$ cat src/rtl/keypad_scan_debounce.sv
// 4x4 matrix keypad scanner: rotates a one-hot column drive, debounces the row
// response, and reports the accepted key as a code, a one-cycle strobe and a held level.
module keypad_scan_debounce #(
  parameter int unsigned SCAN_DIV     = 50000,
  parameter int unsigned DEBOUNCE_CNT = 10
) (
  input  logic       clk,
  input  logic       rst,
  input  logic [3:0] fila,
  output logic [3:0] col,
  output logic [3:0] posicion,
  output logic       key_strobe,
  output logic       key_valid
);

  localparam int unsigned DIV_W = $clog2(SCAN_DIV);
  localparam int unsigned DB_W  = $clog2(DEBOUNCE_CNT + 1);

  localparam logic [DIV_W-1:0] DIV_LAST = DIV_W'(SCAN_DIV - 1);
  localparam logic [DB_W-1:0]  DB_DONE  = DB_W'(DEBOUNCE_CNT);
  localparam logic [DB_W-1:0]  DB_ONE   = DB_W'(1);

  localparam logic [1:0] ST_SCAN     = 2'd0;
  localparam logic [1:0] ST_DEBOUNCE = 2'd1;
  localparam logic [1:0] ST_HELD     = 2'd2;
  localparam logic [1:0] ST_RELEASE  = 2'd3;

  logic [3:0]       fs_meta;
  logic [3:0]       fs;
  logic [DIV_W-1:0] div_cnt;
  logic             sample;

  logic [1:0]       state, state_nxt;
  logic [DB_W-1:0]  db_cnt, db_cnt_nxt;
  logic [1:0]       cand_row, cand_row_nxt;
  logic [1:0]       cand_col, cand_col_nxt;
  logic [3:0]       col_nxt;
  logic [3:0]       posicion_nxt;
  logic             strobe_nxt;
  logic             valid_nxt;
  logic             row_hit;

  function automatic logic [1:0] low_index(input logic [3:0] v);
    logic [1:0] idx;
    idx = 2'd0;
    for (int i = 3; i >= 0; i--) begin
      if (v[i]) idx = 2'(i);
    end
    return idx;
  endfunction

  // Two-flop synchronizer for the asynchronous row inputs
  always_ff @(posedge clk or negedge rst) begin
    if (!rst) begin
      fs_meta <= 4'b0000;
      fs      <= 4'b0000;
    end else begin
      fs_meta <= fila;
      fs      <= fs_meta;
    end
  end

  // Column dwell timer; the last count of each dwell is the sample event
  always_ff @(posedge clk or negedge rst) begin
    if (!rst) begin
      div_cnt <= '0;
    end else if (sample) begin
      div_cnt <= '0;
    end else begin
      div_cnt <= div_cnt + DIV_W'(1);
    end
  end

  assign sample  = (div_cnt == DIV_LAST);
  assign row_hit = fs[cand_row];

  always_ff @(posedge clk or negedge rst) begin
    if (!rst) begin
      state      <= ST_SCAN;
      db_cnt     <= '0;
      cand_row   <= 2'd0;
      cand_col   <= 2'd0;
      col        <= 4'b0001;
      posicion   <= 4'd0;
      key_strobe <= 1'b0;
      key_valid  <= 1'b0;
    end else begin
      state      <= state_nxt;
      db_cnt     <= db_cnt_nxt;
      cand_row   <= cand_row_nxt;
      cand_col   <= cand_col_nxt;
      col        <= col_nxt;
      posicion   <= posicion_nxt;
      key_strobe <= strobe_nxt;
      key_valid  <= valid_nxt;
    end
  end

  always_comb begin
    state_nxt    = state;
    db_cnt_nxt   = db_cnt;
    cand_row_nxt = cand_row;
    cand_col_nxt = cand_col;
    col_nxt      = col;
    posicion_nxt = posicion;
    strobe_nxt   = 1'b0;
    valid_nxt    = key_valid;

    if (sample) begin
      case (state)
        ST_SCAN: begin
          if (fs == 4'b0000) begin
            col_nxt = {col[2:0], col[3]};
          end else begin
            cand_row_nxt = low_index(fs);
            cand_col_nxt = low_index(col);
            // A single agreeing sample already satisfies a threshold of one
            if (DEBOUNCE_CNT == 1) begin
              state_nxt    = ST_HELD;
              posicion_nxt = {low_index(fs), low_index(col)};
              strobe_nxt   = 1'b1;
              valid_nxt    = 1'b1;
            end else begin
              state_nxt  = ST_DEBOUNCE;
              db_cnt_nxt = DB_ONE;
            end
          end
        end
        ST_DEBOUNCE: begin
          if (row_hit) begin
            db_cnt_nxt = db_cnt + DB_ONE;
            if (db_cnt + DB_ONE == DB_DONE) begin
              state_nxt    = ST_HELD;
              posicion_nxt = {cand_row, cand_col};
              strobe_nxt   = 1'b1;
              valid_nxt    = 1'b1;
            end
          end else begin
            state_nxt = ST_SCAN;
            col_nxt   = {col[2:0], col[3]};
          end
        end
        ST_HELD: begin
          if (!row_hit) begin
            if (DEBOUNCE_CNT == 1) begin
              state_nxt = ST_SCAN;
              valid_nxt = 1'b0;
              col_nxt   = {col[2:0], col[3]};
            end else begin
              state_nxt  = ST_RELEASE;
              db_cnt_nxt = DB_ONE;
            end
          end
        end
        default: begin
          if (!row_hit) begin
            db_cnt_nxt = db_cnt + DB_ONE;
            if (db_cnt + DB_ONE == DB_DONE) begin
              state_nxt = ST_SCAN;
              valid_nxt = 1'b0;
              col_nxt   = {col[2:0], col[3]};
            end
          end else begin
            state_nxt = ST_HELD;
          end
        end
      endcase
    end
  end

endmodule

$ cat config.mk
export PLATFORM = sky130hd
export DESIGN_NAME = keypad_scan_debounce
export DESIGN_NICKNAME = d
export VERILOG_FILES = /design/src/rtl/keypad_scan_debounce.sv
export SDC_FILE = /design/constraint.sdc
export NUM_CORES = 1
export LEC_CHECK = 0
export CORE_MARGIN = 4
export CORE_UTILIZATION = 60
export DETAILED_ROUTE_END_ITERATION = 8
export DONT_BUFFER_PORTS = 1
export PLACE_DENSITY = 0.76
export REMOVE_ABC_BUFFERS = 1
export SLEW_MARGIN = 20
export SYNTH_ARGS = -nofsm -noshare
export SYNTH_HDL_FRONTEND = slang
export SYNTH_SLANG_ARGS = --single-unit
$ cat constraint.sdc
create_clock -name clk -period 2.9 [get_ports clk]
set_input_delay 0.29 -clock clk [delete_from_list [all_inputs] [get_ports clk]]
set_output_delay 0.29 -clock clk [all_outputs]
set_load 0.005 [all_outputs]
---- Word-level counts from Yosys, hierarchy flattened ----
Index checks and enable logic that the tools add are counted.
word-level totals
  register bits after elaboration ......... 44
operators by class
  mux-type cells .......................... 37
  reductions and logical operators ........ 11
  order comparisons ....................... 1
  equality and inequality tests ........... 13
  $add $sub $neg .......................... 2
  bitwise logic cells ..................... 3
operators with widths
  operator                                                    count
  two-way mux 4 bit                                           8
  two-way mux 2 bit                                           14
  case mux 4 bit (3 select lines)                             2
  adder 16 x 1 -> 16 bit, second input constant               1
  equality test 16 bit, second input constant                 1
  two-way mux 16 bit                                          1
  AND reduction 5 bit                                         3
  inequality test 2 bit, second input constant                5
  two-way mux 1 bit                                           9
  case mux 2 bit (3 select lines)                             1
  AND reduction 6 bit                                         1
  nonzero test 5 bit                                          1
  adder 4 x 1 -> 4 bit, second input constant                 1
  equality test 4 bit, second input constant                  1
  logical NOT 4 bit                                           1
  inequality test 2 x 1 -> 1 bit, second input constant       2
  AND reduction 4 bit                                         1
  less-than comparator 2 x 3 -> 1 bit, second input constant  1
  inequality test 3 x 1 -> 1 bit, second input constant       1
  inequality test 3 bit, second input constant                1
  inverter 1 bit                                              3
  AND reduction 3 bit                                         1
  nonzero test 3 bit                                          1
  binary-select mux 1 bit (select 2 bit)                      1
  5 further kinds                                             5

---- Depth between registers and ports, before layout ----
Gate-level depths: netlist of run 1.
  depth in word-level cells ............... 6
  mapped depth ............................ 8
  depth with buffers taken out ............ 8

---- Worst setup path after synthesis of run 1 ----
OpenSTA, ideal clock, no wires.
  kind .................................... reg2reg
  start ................................... register div_cnt[11]
  end ..................................... register col[1]
  cell stages (with the launch flop) ...... 5
  arrival ................................. 1.999 ns
  path buffers ............................ 0
  required time ........................... 2.775 ns
  setup time .............................. 0.125 ns
  setup slack ............................. 0.776 ns
  cells stage by stage .................... dfrtp_1 -> or4b_4 -> nor4_4 -> o2111a_1 -> mux2_2
between the ends
  cells in the longest elaborated chain, start to end .. 2
ends and longest elaborated chain
  what                           RTL line  text
  from (decl)                    30        logic [DIV_W-1:0] div_cnt;
  from (signal assigned)         70        div_cnt <= div_cnt + DIV_W'(1);
  equality test 16 bit           74        assign sample = (div_cnt == DIV_LAST);
  AND reduction 6 bit (no line)  --
  to (signal assigned)           92        col <= col_nxt;
  to (decl)                      10        output logic [3:0] col,
No other way between the ends.
A chain may end at the register's enable or synchronous reset.

---- Worst setup path in the final report of run 1 ----
  start ................................... register cand_row[1]
  end ..................................... register db_cnt[3]
between the ends
  cells in the longest elaborated chain, start to end .. 4
  elaborated cells between the ends (all ways) .. 6
ends and longest elaborated chain
  what                                                                                      RTL line  text
  from (decl)                                                                               35        logic [1:0] cand_row, cand_row_nxt;
  from (signal assigned)                                                                    90        cand_row <= cand_row_nxt;
  binary-select mux 1 bit (select 2 bit) (*)                                                75        assign row_hit = fs[cand_row];
  two-way mux 1 bit (not written as such) (*)                                               75
  inequality test 3 x 1 -> 1 bit (no line) / inequality test 2 bit (equally long branches)  --
  AND reduction 5 bit (no line) (*)                                                         --
  to (signal assigned)                                                                      89        db_cnt <= db_cnt_nxt;
  to (decl)                                                                                 34        logic [DB_W-1:0] db_cnt, db_cnt_nxt;
Every way passes the cells marked *; elsewhere a longest branch is shown, timed or not. The select of a mux whose other input is x is not followed.

==> summary.md, run 1 <==
The floorplan step set the die width to 66.48 um. Post-synthesis average cell area: 11.40 um2. The root buffer cell was sky130_fd_sc_hd__clkbuf_4. The startpoint identified for the worst register-to-register timing path is cand_row[1]$_DFFE_PN0P_. The first global-routing pass estimated 6444 um of wire.

The tools report the number of H-tree levels as 2. The worst-case clock buffer depth was 2. For this run, asynchronously set or reset flops after synthesis account for 100.0%. The tools report the final weighted congestion in routability-driven placement as 0.8943.

After legalization and detailed placement, the total HPWL measured 2552 um. Setup repair after global routing left no endpoint under its margin. In the routed design, unresolved DRC markers number 0. After clock tree synthesis, the setup repair step added 0 buffers. sky130_fd_sc_hd__dfrtp_1 is the most common cell in the netlist.

During synthesis, Yosys emitted a total of 0 warnings. Routed wirelength normalized by instance count: 15.22 um. Global routing used 19.75% of the available tracks. The commonest cells after synthesis are sky130_fd_sc_hd__dfrtp_1 (43), sky130_fd_sc_hd__nand3_1 (16), sky130_fd_sc_hd__nor2_1 (16), sky130_fd_sc_hd__nand2_1 (15), sky130_fd_sc_hd__mux2_2 (11). The tools report the final wirelength as 3608 um. In this run the core area contains 20 standard-cell rows. The tools report the endpoint type of the worst setup path as a register. The post-synthesis to final-layout area growth came out at 10.49%.

The worst setup path category is register to register. Hold timing on the final database bottoms out at a slack of 0.3622 ns. STA classifies the critical path startpoint as a register.

The count of maximum capacitance violations was 0. The flow ran to the end, and the final reports show no timing, DRC or antenna violations. Entering global routing, the biggest net connects 45 pins. 16 I/O pins were placed. The run gives 0.002052 mm2 as the synthesized area. Setup violations remaining at the end of the flow were counted as 0. The final route contains 1374 vias. The logs give 0.002107 mm2 for the post-detailed-placement cell area and 5 for the TritonCTS buffer count. The worst-case IR drop observed on VDD is 0.0003345 V. After layout, the worst path uses 80.15% of the clock period. Among all flip-flop cells after synthesis, the most frequent one is sky130_fd_sc_hd__dfrtp_1.

The shortest clock period the worst path allows after layout works out to 2.324 ns. Initial antenna violation count: 0. The endpoint identified for the worst register-to-register timing path is db_cnt[3]$_DFFE_PN0P_. The run gives 0 as the number of max-slew violations in the final report. The cell count after synthesis is 180. The die is 66.48 um tall.

Ranked by total cell area, the synthesized netlist is headed by sky130_fd_sc_hd__dfrtp_1 (52%), sky130_fd_sc_hd__mux2_2 (6.0%), sky130_fd_sc_hd__ha_1 (4.9%), sky130_fd_sc_hd__nand3_1 (3.9%), sky130_fd_sc_hd__xor2_1 (3.8%). Summed over all failing endpoints, the final setup total negative slack is 0 ns. The count of antenna-violating nets left after detailed routing came out at 0.

For this block, the initial DRC count from the detailed router was 40. The library cell occupying the most area in the post-synthesis netlist is sky130_fd_sc_hd__dfrtp_1. The logs give 0 for the number of endpoints with negative hold slack in the final report and 44 for the number of clock sinks. The clock-pin slew on the worst setup and hold paths works out to 0.12 ns. Full die area: 0.004420 mm2. At the worst endpoint, the required time is 3.20 ns.

Data arrives at the worst endpoint at 2.62 ns. The share of the Yosys chip area taken by registers is 53.72%. The number of cells on the worst reg-to-reg path is 6, and the worst max-slew margin expressed relative to the limit is 49.94%. Along the worst path, the maximum fanout reaches 8. The analysis attributes to cell leakage a power of 1.026 nW.

In this run, synthesis inferred 0 flip-flops with an integrated enable. The count of buffers added on input and output ports is 0. The share of synthesized area in the top cell type comes to 52.44%. Derived from the worst setup path, the maximum achievable clock frequency is 430.2 MHz.

Yosys mapped the design onto 36 distinct sky130hd cell types. The filler cells instantiated in the layout total 236. The region available for standard cell placement spans 0.003153 mm2. The first TritonRoute pass finished after 4 iterations.

For this design the ratio of total power to cell area is 460.7 mW/mm2. Clock skew on the completed layout was measured at 0.006146 ns. At the pin with the least slew margin, the transition time is 0.7440 ns. The classification of the worst-slack hold path was register to register. Total overflow reported by the global router: 0.

0 antenna diodes ended up in the layout. Worst min-delay path startpoint: fs_meta[3]$_DFF_PN0_. The net count of the finished layout is 206.

The total of flip-flops plus latches after synthesis works out to 44. After detailed routing, the number of vias per cell comes to 5.797. The worst hold path terminates at fs[3]$_DFF_PN0_.

The worst register-to-register path has a setup slack of 0.58 ns. The share of cells above drive strength 1 is 13.99%, and the clock latency on the worst-skew pair is 0.35 ns. The initial cell density of the core is 65.08%. The worst hold path passes through 0 cells. TritonCTS built the clock tree. Once layout is done, the placed cells without fillers occupy 0.002267 mm2. The tools report the number of global-route vias before repair as 1444.
-- metrics by stage --
stage	power (mW)	setup slack [ns]	util, %	cells
final	1.045	0.5757	71.90	237
after global routing	1.093	0.4057	71.90	237
after CTS	1.060	0.5462	71.90	237
after detailed placement	0.6411	0.5915	66.83	223
after global placement	0.6406	0.6308	66.83	223
after floorplan	0.6388	0.4498	-	178
-- worst max path at each step --
stage	startpoint	slack, ns	cells after the start	end
global route	cand_row[1]$_DFFE_PN0P_	0.41	6	db_cnt[3]$_DFFE_PN0P_
CTS	cand_row[1]$_DFFE_PN0P_	0.55	6	db_cnt[3]$_DFFE_PN0P_
floorplan	div_cnt[11]$_DFF_PN0_	0.45	4	state[0]$_DFFE_PN0P_
detailed placement	cand_row[1]$_DFFE_PN0P_	0.59	6	db_cnt[3]$_DFFE_PN0P_
finish	cand_row[1]$_DFFE_PN0P_	0.58	6	db_cnt[3]$_DFFE_PN0P_
global placement	cand_row[1]$_DFFE_PN0P_	0.63	6	db_cnt[3]$_DFFE_PN0P_
-- metal layers --
layer	share of wire, %	global-route usage, %	up-vias	routed length, um
met2	50	33.09	22	1805
li1	-	-	665	-
met5	0	0	-	0
met4	1.7	7.614	0	61
met3	3.1	5.059	5	112
met1	45	24.36	682	1628
-- state kept, by name, indices dropped and copies added, names as in the netlist, named ones only --
name / cells
cand_col: 2
key_strobe: 1
cand_row: 2
fs_meta: 4
col: 4
div_cnt: 16
posicion: 4
key_valid: 1
fs: 4
db_cnt: 4
state: 1
-- layout make-up --
cell class                      count  area, um2  share of cell area [%]
Clock buffer                        6      51.30                   2.263
Timing Repair Buffer                7      77.57                   3.422
Sequential cell                    44       1102                   48.62
Multi-Input combinational cell    124      904.6                   39.90
Inverter                           10      37.54                   1.656
Clock inverter                      2      38.79                   1.711
Tap cell                           44      55.05                   2.428
-- logic make-up (layout without fill, tap and decap cells) --
group	count (synthesis)	in the layout	share of synthesized area, %
DFF	44	44	53.72
AOI/OAI and AO/OA	19	19	7.134
xor gates and xnor gates	14	14	5.976
adders and majority gates	8	8	4.878
muxes	14	14	8.110
and+or+nand+nor	69	69	17.99
buffers and inverters	12	25	2.195
-- power by group --
group	switching [mW]	leakage, nW	internal, mW	total [mW]
Clock	0.189	0.0484	0.207	0.396
Sequential	0.00340	0.578	0.619	0.622
Combinational	0.0165	0.400	0.00994	0.0265
-- worst max-delay path, stage by stage, from the launching register on --
cell	delay (ns)
sky130_fd_sc_hd__dfrtp_1	0.42
sky130_fd_sc_hd__mux4_2	0.64
sky130_fd_sc_hd__ha_1	0.23
sky130_fd_sc_hd__mux2i_1	0.23
sky130_fd_sc_hd__o2111ai_4	0.20
sky130_fd_sc_hd__or4_1	0.44
sky130_fd_sc_hd__nand3_1	0.10
-- cells in the final DEF (no fill, tap or decap), types with 3 or more instances in the layout --
| master | n |
|---|---|
| sky130_fd_sc_hd__o21ai_0 | 3 |
| sky130_fd_sc_hd__nor4_1 | 3 |
| sky130_fd_sc_hd__dfrtp_1 | 43 |
| sky130_fd_sc_hd__nand2_1 | 15 |
| sky130_fd_sc_hd__ha_1 | 8 |
| sky130_fd_sc_hd__dlygate4sd3_1 | 5 |
| sky130_fd_sc_hd__inv_1 | 10 |
| sky130_fd_sc_hd__xor2_1 | 9 |
| sky130_fd_sc_hd__nand3_1 | 16 |
| sky130_fd_sc_hd__nand4_1 | 3 |
| sky130_fd_sc_hd__mux2_2 | 11 |
| sky130_fd_sc_hd__xnor2_1 | 5 |
| sky130_fd_sc_hd__nor2_1 | 16 |
| sky130_fd_sc_hd__and3_1 | 4 |
| sky130_fd_sc_hd__o31ai_1 | 3 |
| sky130_fd_sc_hd__clkbuf_4 | 5 |
| sky130_fd_sc_hd__a21oi_1 | 5 |
-- timing repair --
action	4_1_cts	5_1_grt
hold buffers	6	0
gates resized for setup	0	0
endpoints found under the hold margin	48	0
Note: power is estimated with default switching activity, not from simulation.
==> inputs of run 2 (changes only) <==
CORE_UTILIZATION = 56   (was 60)
PLACE_DENSITY = 0.74   (was 0.76)
clock period = 2.1 ns   (was 2.9 ns; I/O delays follow)
==> run 2 against run 1 <==
- the run now ends with setup timing left
- fmax is 9.7% higher
- first-iteration DRC count increased by 120%
- wire length rose by 22%
- critical path depth down 1
- non-clock buffer count rose by 34
- sequential power rose by 38%
- highest routed layer unchanged
==> summary.md, run 2 (synthesized netlist as in run 1, its figures left out) <==
The run finished, with violations left. The checks that failed: setup timing. The number of flip-flops in the largest register is 16 (unchanged), and the static leakage is 1.219 nW (+19%).

The multi-input gate area in the final layout is 968.4 um2 (+7.1%). The global routing stage identified its most utilized layer as met2. In the layout the commonest cells are sky130_fd_sc_hd__dfrtp_1 (43), sky130_fd_sc_hd__buf_4 (34), sky130_fd_sc_hd__nand3_1 (16), sky130_fd_sc_hd__nor2_1 (16), sky130_fd_sc_hd__nand2_1 (15).

The slew at the pin closest to its max-slew limit came out at 0.3882 ns (-0.3558 ns). The largest net degree at the start of global routing was 45 (unchanged); the storage element area was 0.001102 mm2 (unchanged). For the DRC violation count after routing, the log shows 0 (unchanged). Leaving out fill and tap cells, the most frequent cell in the layout is sky130_fd_sc_hd__dfrtp_1. The tools report the post-detailed-placement cell area as 0.002290 mm2 (+8.7%).

Setup skew after layout: 0.004271 ns (-0.001875 ns). The worst register-to-register path begins at div_cnt[12]$_DFF_PN0_. The logs give 2 (+2) for the number of setup violations in the final report and 21 (+5.0%) for the number of rows created at floorplan.

Clock latency on the worst-skew pair: 0.30 ns (-0.05 ns). The run gives 73.88% (+24 points) as the worst max-slew margin expressed relative to the limit. The number of buffers added on ports is 0 (unchanged), and the routed wirelength normalized by instance count is 16.11 um (+5.8%). The logs give 4 (unchanged) for the length of the first detailed-routing pass in iterations and 7072 um (+9.7%) for the wire length of the first global-routing pass. The tools report the sum of negative setup slack as -0.02657 ns (-0.02657 ns). The number of H-tree levels is 2 (unchanged).

The total power density per cell area is 598.9 mW/mm2 (+30%). The tools report the number of inserted filler cells in the final layout as 216 (-8.5%). For the number of max-slew violations in the final report, the log shows 0 (unchanged). The tools report the vias after detailed routing as 1551 (+13%). The number of vias per cell is 5.681 (-2.0%). The number of placed cells counting well taps was 249 (+12%).

Worst setup path category: register to register. The logs give -0.02 ns (-0.59 ns) for the worst reg-to-reg setup slack and 0 (unchanged) for the number of endpoints with negative hold slack in the final report. The overall die height came out at 68.53 um (+3.1%). Register bank with the most flops: div_cnt. The logs give 34.68% (+1.6 points) for the met2 global-route usage and 2870 um (+12%) for the post-DP HPWL. The worst setup path is captured at a register.

The clock-pin slew on the worst setup and hold paths came out at 0.09 ns (-0.03 ns). Worst min-delay path startpoint: fs_meta[1]$_DFF_PN0_. The TritonCTS buffer count is 5 (unchanged), and the worst-case clock buffer depth is 2 (unchanged). STA classifies the critical path startpoint as a register. For the total overflow reported by the global router, the log shows 0 (unchanged).

The die extent in x was 68.53 um (+3.1%); the number of cells on the worst reg-to-reg path was 5 (-1). The logs give 2.31 ns (-0.31 ns) for the arrival time at the worst endpoint and 59.61% (-5.5 points) for the initial cell density of the core. The final weighted congestion in routability-driven placement is 0.8735 (-2.3%). The post-synthesis to final-layout area growth was 27.56%. The classification of the worst-slack hold path is register to register. Worst-case vdd ir drop: 0.0005857 V (+75%). The run gives 0 (unchanged) as the count of antenna-violating nets left after detailed routing. The root buffer cell was sky130_fd_sc_hd__clkbuf_8. The total global-route track usage came out at 20.78% (+1.0 points).

The worst hold path stage count came out at 0 (unchanged). Reg-to-reg endpoint: posicion[2]$_DFFE_PN0P_. The run gives 0.003442 mm2 (+9.2%) as the area of the core. The number of global-route vias before repair is 1533 (+6.2%). The I/O pin count was 16 (unchanged). The final cycle utilization of the critical path was 100.9% (+21 points). The share of cells above drive strength 1 works out to 30.40% (+16 points). TritonCTS built the clock tree. The tools report the full die area as 0.004696 mm2 (+6.3%). Final standard cell count with taps included and fillers excluded: 273 (+15%).

The run gives 0 (unchanged) as the initial antenna violation count. The number of clock sinks was 44 (unchanged); the final total power was 1.568 mW (+50%). The run gives 2.29 ns (-0.91 ns) as the data required time of the critical path. The count of antenna diodes in the layout was 0 (unchanged); the timing-limited maximum frequency was 472.2 MHz (+9.7%). The count of maximum capacitance violations is 0 (unchanged). The met1 track demand over resource in global routing is 25.59% (+1.2 points). The largest fanout on the critical path came out at 5 (-3).

For the number of nets at the end of the flow, the log shows 240 (+17%). Setup repair after global routing could not meet its margin everywhere. The routing usage on met3 came out at 5.997% (+0.94 points). The tools report the summed area of non-filler cells in the final layout as 0.002618 mm2 (+15%).

The run gives 88 (+120%) as the iteration-0 DRC count of the detailed router. The shortest clock period the worst path allows after layout is 2.118 ns (-0.2065 ns). For hold timing, the worst endpoint is fs[1]$_DFF_PN0_. The logs give -0.01785 ns (-0.5935 ns) for the worst path setup slack after routing and 4398 um (+22%) for the final wirelength.
==> run 2: cell types whose count changed in the layout (fill, tap and decap cells not counted), sizes merged <==
| cell | before | now |
|---|---|---|
| buf | 2 | 36 |
| clkinvlp | 0 | 1 |
| inv | 10 | 11 |
| clkbuf | 6 | 5 |
| clkinv | 1 | 0 |
==> run 2: cell type report <==
class                           instances  area share (%)
Timing Repair Buffer                   41           12.86
Sequential cell                        44           42.11
Inverter                               10           1.434
Clock buffer                            5           2.629
Tap cell                               46           2.199
Clock inverter                          3           1.769
Multi-Input combinational cell        124           37.00
==> run 2: repair_timing <==
action,4_1_cts,5_1_grt
pin swaps,0,6
resized for setup,2,13
setup buffers,3,7
hold endpoints to repair,48,0
hold buffers,6,0
endpoints found under the setup margin,5,14
==> run 2: per-stage QoR <==
step	worst slack (ns)	util, %	hold WS [ns]
after floorplan	-0.3502	-	-0.08559
after global placement	0.007823	66.52	-0.08430
after detailed placement	-0.05027	66.52	-0.08425
after CTS	-0.002826	72.81	0.3547
after global routing	-0.07817	76.05	0.3470
final	-0.01785	76.05	0.3550
==> run 2: power by group <==
part / internal (mW) / switching [mW] / total, mW / leakage [nW]
Sequential: 0.854 / 0.00365 / 0.858 / 0.578
Combinational: 0.0209 / 0.0275 / 0.0484 / 0.586
Clock: 0.358 / 0.303 / 0.661 / 0.0548
Total: 1.23 / 0.334 / 1.57 / 1.22
==> run 2: critical path: stages, from the launching register on <==
cell,delay (ns)
sky130_fd_sc_hd__dfrtp_1,0.39
sky130_fd_sc_hd__or4bb_4,0.57
sky130_fd_sc_hd__nor4_4,0.27
sky130_fd_sc_hd__buf_6,0.16
sky130_fd_sc_hd__nand4_1,0.24
sky130_fd_sc_hd__mux2_4,0.37
==> run 2: worst max-delay path by stage <==
stage / start / to
floorplan: div_cnt[11]$_DFF_PN0_ / state[0]$_DFFE_PN0P_
global placement: div_cnt[10]$_DFF_PN0_ / col[3]$_DFFE_PN0P_
detailed placement: div_cnt[10]$_DFF_PN0_ / col[2]$_DFFE_PN0P_
CTS: div_cnt[10]$_DFF_PN0_ / col[2]$_DFFE_PN0P_
global route: div_cnt[12]$_DFF_PN0_ / posicion[2]$_DFFE_PN0P_
finish: div_cnt[12]$_DFF_PN0_ / posicion[2]$_DFFE_PN0P_
==> run 2: routing by layer <==
metal,share of wire (%),up-vias
met4,1.6,0
met3,4.2,7
met2,52,39
li1,-,732
met5,0,-
met1,42,773
